<file path="config.mk">
export PLATFORM = sky130hd
export DESIGN_NAME = nn_argmax_classifier
export DESIGN_NICKNAME = d
export VERILOG_FILES = /design/src/rtl/nn_argmax_classifier.sv
export SDC_FILE = /design/constraint.sdc
export NUM_CORES = 1
export LEC_CHECK = 0
export ABC_AREA = 1
export CAP_MARGIN = 20
export CORE_MARGIN = 10
export CORE_UTILIZATION = 45
export DETAILED_ROUTE_END_ITERATION = 12
export HOLD_SLACK_MARGIN = 0.03
export PLACE_DENSITY = 0.71
export SYNTH_ARGS = -nofsm -noshare
export SYNTH_HDL_FRONTEND = slang
export SYNTH_SLANG_ARGS = --single-unit
export TNS_END_PERCENT = 30
</file>
<file path="constraint.sdc">
create_clock -name clk_i -period 3.3 [get_ports clk_i]
set_input_delay 0.825 -clock clk_i [delete_from_list [all_inputs] [get_ports clk_i]]
set_output_delay 0.825 -clock clk_i [all_outputs]
set_load 0.02 [all_outputs]
</file>
<file path="src/rtl/nn_argmax_classifier.sv">
// Output-layer argmax: captures one frame of activations over per-neuron req/ack,
// scans them one per cycle and presents {class, max} on a valid/ready handshake.
module nn_argmax_classifier #(
    parameter int unsigned DataWidth  = 8,
    parameter int unsigned NumOutputs = 10,
    parameter bit          SignedData = 1'b0,
    parameter int unsigned ClassWidth = $clog2(NumOutputs)
) (
    input  logic                            clk_i,
    input  logic                            reset_i,
    input  logic [DataWidth*NumOutputs-1:0] actv_i,
    input  logic [NumOutputs-1:0]           req_i,
    output logic [NumOutputs-1:0]           ack_o,
    output logic [ClassWidth-1:0]           class_o,
    output logic [DataWidth-1:0]            max_o,
    output logic                            valid_o,
    input  logic                            ready_i,
    output logic                            busy_o,
    output logic [15:0]                     frame_cnt_o
);

    typedef enum logic [1:0] {StCollect, StScan, StResult} state_e;

    localparam logic [ClassWidth-1:0] LastIdx = ClassWidth'(NumOutputs - 1);

    state_e                 state_q, state_d;
    logic [NumOutputs-1:0]  captured_q, captured_d;
    logic [NumOutputs-1:0]  ack_q, ack_d;
    logic [NumOutputs-1:0]  grab;
    logic [DataWidth-1:0]   vals_q [NumOutputs];
    logic [ClassWidth-1:0]  idx_q, idx_d;
    logic [ClassWidth-1:0]  best_idx_q, best_idx_d;
    logic [ClassWidth-1:0]  class_q, class_d;
    logic [DataWidth-1:0]   best_q, best_d;
    logic [DataWidth-1:0]   max_q, max_d;
    logic [DataWidth-1:0]   cur;
    logic                   cur_gt;
    logic [15:0]            frame_cnt_q, frame_cnt_d;

    // Only neurons not yet captured this frame are latched and acked.
    assign grab = (state_q == StCollect) ? (req_i & ~captured_q) : '0;
    assign cur  = vals_q[idx_q];

    always_comb begin
        if (SignedData) begin
            cur_gt = $signed(cur) > $signed(best_q);
        end else begin
            cur_gt = cur > best_q;
        end
    end

    always_comb begin
        state_d     = state_q;
        captured_d  = captured_q;
        ack_d       = '0;
        idx_d       = idx_q;
        best_d      = best_q;
        best_idx_d  = best_idx_q;
        class_d     = class_q;
        max_d       = max_q;
        frame_cnt_d = frame_cnt_q;
        unique case (state_q)
            StCollect: begin
                captured_d = captured_q | grab;
                ack_d      = grab;
                idx_d      = '0;
                if (&captured_d) begin
                    state_d = StScan;
                end
            end
            StScan: begin
                idx_d = idx_q + ClassWidth'(1);
                // Strict greater-than keeps the lowest index on ties.
                if (idx_q == '0 || cur_gt) begin
                    best_d     = cur;
                    best_idx_d = idx_q;
                end
                if (idx_q == LastIdx) begin
                    class_d = best_idx_d;
                    max_d   = best_d;
                    state_d = StResult;
                end
            end
            StResult: begin
                if (ready_i) begin
                    state_d     = StCollect;
                    captured_d  = '0;
                    frame_cnt_d = frame_cnt_q + 16'd1;
                end
            end
            default: state_d = StCollect;
        endcase
    end

    always_ff @(posedge clk_i or negedge reset_i) begin
        if (!reset_i) begin
            state_q     <= StCollect;
            captured_q  <= '0;
            ack_q       <= '0;
            idx_q       <= '0;
            best_q      <= '0;
            best_idx_q  <= '0;
            class_q     <= '0;
            max_q       <= '0;
            frame_cnt_q <= '0;
            for (int unsigned k = 0; k < NumOutputs; k++) begin
                vals_q[k] <= '0;
            end
        end else begin
            state_q     <= state_d;
            captured_q  <= captured_d;
            ack_q       <= ack_d;
            idx_q       <= idx_d;
            best_q      <= best_d;
            best_idx_q  <= best_idx_d;
            class_q     <= class_d;
            max_q       <= max_d;
            frame_cnt_q <= frame_cnt_d;
            for (int unsigned k = 0; k < NumOutputs; k++) begin
                if (grab[k]) begin
                    vals_q[k] <= actv_i[k*DataWidth +: DataWidth];
                end
            end
        end
    end

    assign ack_o       = ack_q;
    assign class_o     = class_q;
    assign max_o       = max_q;
    assign valid_o     = (state_q == StResult);
    assign busy_o      = (state_q != StCollect);
    assign frame_cnt_o = frame_cnt_q;

endmodule
</file>
# == Word-level counts from Yosys, hierarchy flattened ==
# Index checks and enable logic that the tools add are counted.
# W data, S select, Z words.
# totals
ff_bits,146
latchBits,0
ramBits,0
mem_bits_ro,0
input_bits,93
elab_cells,58
memories,0
# op_classes
n_addsub,2
mul,0
n_div,0
n_lt_le_gt_ge,2
n_eq_ne,6
n_shift,0
mux,14
bitwise,4
reduce_logical,11
# op_table
operator,n
$bmux W8 S4,1
$mux W10,3
$mux W8,3
$pmux W10 S2,1
$add A16 B1 Y16 const B,1
$and A10 B10 Y10,1
$not A10 Y10,1
$or A10 B10 Y10,1
$reduce_and A10 Y1,1
$gt A8 B8 Y1,1
$pmux W4 S2,1
$mux W2,3
$pmux W2 S3,1
$reduce_and A2 Y1,3
$reduce_bool A2 Y1,3
$ge A5 B5 Y1 const B,1
$not A4 Y5,1
$add A4 B1 Y4 const B,1
$eq A4 B4 Y1 const B,1
$logic_not A4 Y1,1
$mux W4,1
$ne A2 B1 Y1 const B,2
$reduce_and A3 Y1,1
$eq A2 B1 Y1 const B,1
4 further kinds,4

# == Longest topological paths before layout ==
# depth
word_depth,7
depth_mapped,24
depth_no_buf,21

# == Least setup slack after synthesis ==
# OpenSTA, ideal clock, no wires.
# synth_path
path_kind,register to register
startpoint,register idx_q[0]
endpoint,register best_q[1]
setup_time_ns,0.117
arrival_time_ns,2.221
path_slack_ns,0.961
stages_incl_launch_ff,21
n_path_buf,3
path_cell_list,dfrtp_1 buf_2 inv_2 buf_2 nand2_1 nand3_1 nand3_1 nand3_1 nand2_1 ha_1 a21oi_1 nor2_1 nor2_1 nand2_1 nand2_1 nand2_1 buf_2 nand2_1 nand2_1 nand2_1 nand2_1
# synth_via
elab_chain_len,7
elab_cells_between_ends,8
cone_classes,order compare (1); mux (4); bitwise (1); reduce/logical (2)
# synth_rtl
element,line_no,rtl
"start, declared",31,"logic [ClassWidth-1:0] idx_q, idx_d;"
"start signal, assigned",113,idx_q <= idx_d;
$not A4 Y5 (implied by the code),42,assign cur = vals_q[idx_q];
$bmux W8 S4,42,
$mux W8 (implied by the code) (2 in series),42,
$gt A8 B8 Y1,48,cur_gt = cur > best_q;
$logic_or A1 B1 Y1,74,if (idx_q == '0 || cur_gt) begin
$mux W8 (*),74,
"end signal, assigned",114,best_q <= best_d;
"end, declared",34,"logic [DataWidth-1:0] best_q, best_d;"
# Mark *: on every way between the ends. The rest lies on a longest branch, timed or not. The select of a mux whose other input is x is not followed.
# A chain may end at the register's enable or synchronous reset.

# == Worst setup path in the final report ==
# layout_path
startpoint,register idx_q[2]
endpoint,register best_idx_q[0]
# layout_via
elab_chain_len,7
elab_cells_between_ends,8
cone_classes,order compare (1); mux (4); bitwise (1); reduce/logical (2)
# layout_rtl
element,line_no,rtl
$not A4 Y5 (implied by the code),42,
$bmux W8 S4,42,
$mux W8 (implied by the code) (2 in series),42,
$gt A8 B8 Y1,48,
$logic_or A1 B1 Y1 (*),74,
$mux W4 (*),74,
"end signal, assigned",115,best_idx_q <= best_idx_d;
"end, declared",32,"logic [ClassWidth-1:0] best_idx_q, best_idx_d;"
# Marks and branches as above.

==> impl_results.md <==
* GR Util All Layers at ~18%
* Number of I/O pins at 133
* IO Port Bufs at between 100 and 150
* Power Total at between 7 and 8 mW
* Synth Register Bits at roughly 150
* Area growth from synthesis to layout at 29.5%
* Source-to-sink clock delay at the later pin of the worst-skew pair at approximately 420 ps
* Routed via count at 5955
* Starting Density at a little under half
* Met2 demand-to-capacity share in global routing at a little over a quarter
* Endpoint of the lowest-slack register-to-register path: best_idx_q[0]
* Layer with the highest usage after global routing: met2
* Maximum ir drop on the vdd rail at 429 µV
* Row count at between 40 and 50
* Root cell of the clock tree: clkbuf_16
* Clk sink count at between 100 and 150
* Count leader, synth: nand2_1
* Post-DP Area at approximately 8400 µm²
* Cells after DPL at about 1.2k
* R2R depth at 14
* Part of the cycle the worst path needs at 83.4%
* Initial antenna violation count at 0
* Avg WL per Cell at ~15 µm
* Final net count at ~1.1k
* CTS Hold Buffers Added at 0
* Global routing met3 resource utilization at about 7%
* Setup crit end kind: register
* DRC violation count after routing at 0
* Antenna fix cells at 0
* Asr flop ratio synth at 100%
* Height of the die at between 100 and 150 µm
* Crit Reg-Reg Startpoint: idx_q[2]
* Cell area after technology mapping at slightly below 7000 µm²
* Setup repair after global routing missed its margin: false
* Syn nets at 986
* Largest net degree at the start of global routing at 83
* HP Class: input port to asynchronous set/reset pin
* Placeable Area at approximately 15000 µm²
* Arrival time worst endpoint at 3060 ps
* Period minus WS final at 2750 ps
* Result of the run: complete, no violations
* Number of max-cap violations at 0
* Worst Setup EP: best_idx_q[0]
* Leading post-synthesis cells by cell area: dfrtp_1, nand2_1, nand3_1
* Least-Margin Pin Slew at about 770 ps
* Number of synthesized flops with an enable pin at 0
* Router iterations before antenna repair at 7
* RD Place Congestion at 0.842
* Final non-filler cell total at approximately 1.2k
* Share of post-route cells with drive strength above 1 at about 5.8%
* Clock edge transition at the registers on the reported setup and hold paths at 60 ps
* Summed negative setup slack over all endpoints at 0 ps
* Worst Setup Path Type: register to register
* Via-to-Cell Ratio at about 4.9
* Wire length of the first global-routing pass at roughly 30 mm
* Number of buffers on the longest clock path at 2
* CTS H-tree lvls at 4
* Static Leakage at approximately 4.5 nW
* Number of global-route vias before repair at 6039
* Post-Synthesis Mean Instance Area at ~7.9 µm²
* Cell count after synthesis at approximately 880
* Leading area contributor after synthesis: dfrtp_1
* Setup skew after layout at 9.35 ps
* Max-slew headroom at the worst pin at 48.3%
* Detailed placement HPWL at between 10 and 15 mm
* Number of clock buffers inserted by TritonCTS at 17
* Required time reported for the critical path endpoint at 3610 ps
* Nature of the critical path startpoint: register
* Most frequent cells after synthesis: nand2_1, dfrtp_1, inv_1
* Top fanout value on the critical path at 12
* Pwr Density at between 800 and 900 nW/µm²
* Warnings, synthesis at 0
* Number of distinct standard cells referenced by the synthesized netlist at 30
* Count of pins over their slew limit at 0
* Worst reg2reg setup slack at between 500 and 600 ps
* Met1 capacity usage during global routing at between 20% and 30%
* Highest Clock Rate at 0.363 GHz
* Violation count after the first detailed-routing iteration at 349
* Non-Filler Cell Area, Final at approximately 9000 µm²
* Die Footprint at ~21000 µm²
* Critical Path Start: idx_q[2]
* Final setup violation count at 0
* Number of buffers inserted to repair setup after CTS at 0
* CTS tree: built
* GR Overflow Total at 0
* Antenna viol nets, final at 0
* Width of the die at about 140 µm
* Share of Yosys cell area claimed by the top area cell type at a little over half
* Resized Gates After CTS at 0
* Area of combinational cells with multiple inputs at between 2000 and 3000 µm²
* Detailed-route wire length at between 15 and 20 mm
* Post-synthesis sequential area ratio at 52.6%
* Register area at 3650 µm²
* Final Hold Viols at 0
* # fillers at roughly 1.4k
* Post-synth top flop: dfrtp_1
[cell families after synthesis]
group           count (synthesis)  share of synthesized area (%)
fa+ha+maj                      12                           2.16
buf+inv                       135                           7.88
simple gates                  493                           29.5
mux                             1                          0.144
xor+xnor                       15                           1.89
flops                         146                           52.6
compound gates                 79                           5.81
[worst max-delay path, cell delays in order (launching register included)]
cell and delay (ps):
dfrtp_1 520, inv_1 400, nand3_1 210, nand3_1 110
nand2_1 90, ha_1 280, nand2_1 60, nor2_1 140
nand2_1 70, nand2_1 50, nand2_1 60, nand2_1 310
nand2_1 170, nand3_1 100, nand2_1 60
[per-layer routing]
metal  wire length (µm)  up-vias  part of all wire, %
li1                   -     2984                    -
met1               8520     2741                   46
met2               7950      204                   43
met3               1660       26                  8.9
met4                416        0                  2.2
met5                  0        -                    0
[sequential cells by signal, summed over array words and instances, names as in the netlist, 8 cells and up]
name	count
max_o	8
best_q	8
vals_q	80
ack_o	10
captured_q	10
frame_cnt_o	16
[area by class of cell]
cell class | count | share of cell area, %
flip-flops and latches | 146 | 40.6
well taps | 188 | 2.62
clock inverters | 8 | 0.849
inverters | 100 | 4.18
multi-input cells | 600 | 30.5
repair buffers | 142 | 15.7
clock buffers | 23 | 5.54
[through the flow]
stage / utilization [%] / setup WS [ps] / hold WS, ps
2_1_floorplan: - / 961 / 440
3_3_place_gp: 55.6 / 608 / 455
3_5_place_dp: 55.6 / 585 / 464
4_1_cts: 59.3 / 576 / 479
5_1_grt: 59.3 / 290 / 496
6_report: 59.3 / 546 / 447
[power breakdown]
part	leakage, nW	internal (mW)	switching, mW	total [mW]
logic	2.42	1.06	1.93	2.99
clock network	0.277	1.13	0.738	1.87
registers	1.79	2.39	0.262	2.66
[layout by cell type (no fill, tap or decap), types with 4 or more instances in the layout]
cell type / count
inv_1: 88
buf_4: 9
xor2_1: 8
nand2_1: 362
dfrtp_1: 146
a21oi_1: 13
o21ai_0: 60
clkbuf_8: 5
ha_1: 12
clkdlybuf4s50_1: 131
nor2_1: 29
nand4_1: 6
xnor2_1: 7
clkbuf_16: 17
nand3_1: 80
inv_2: 8
clkinv_1: 4
[how the worst min path moves through the flow]
stage / slack, ps / startpoint / end / cells after the start
floorplan: 440 / best_idx_q[0] / best_idx_q[0] / 2
global placement: 460 / best_idx_q[1] / best_idx_q[1] / 2
detailed placement: 460 / max_o[2] / max_o[2] / 2
CTS: 480 / reset_i / ack_o[5] / 1
global route: 500 / vals_q[75] / vals_q[75] / 2
finish: 450 / reset_i / vals_q[39] / 1
(Power assumes the default switching activity.)
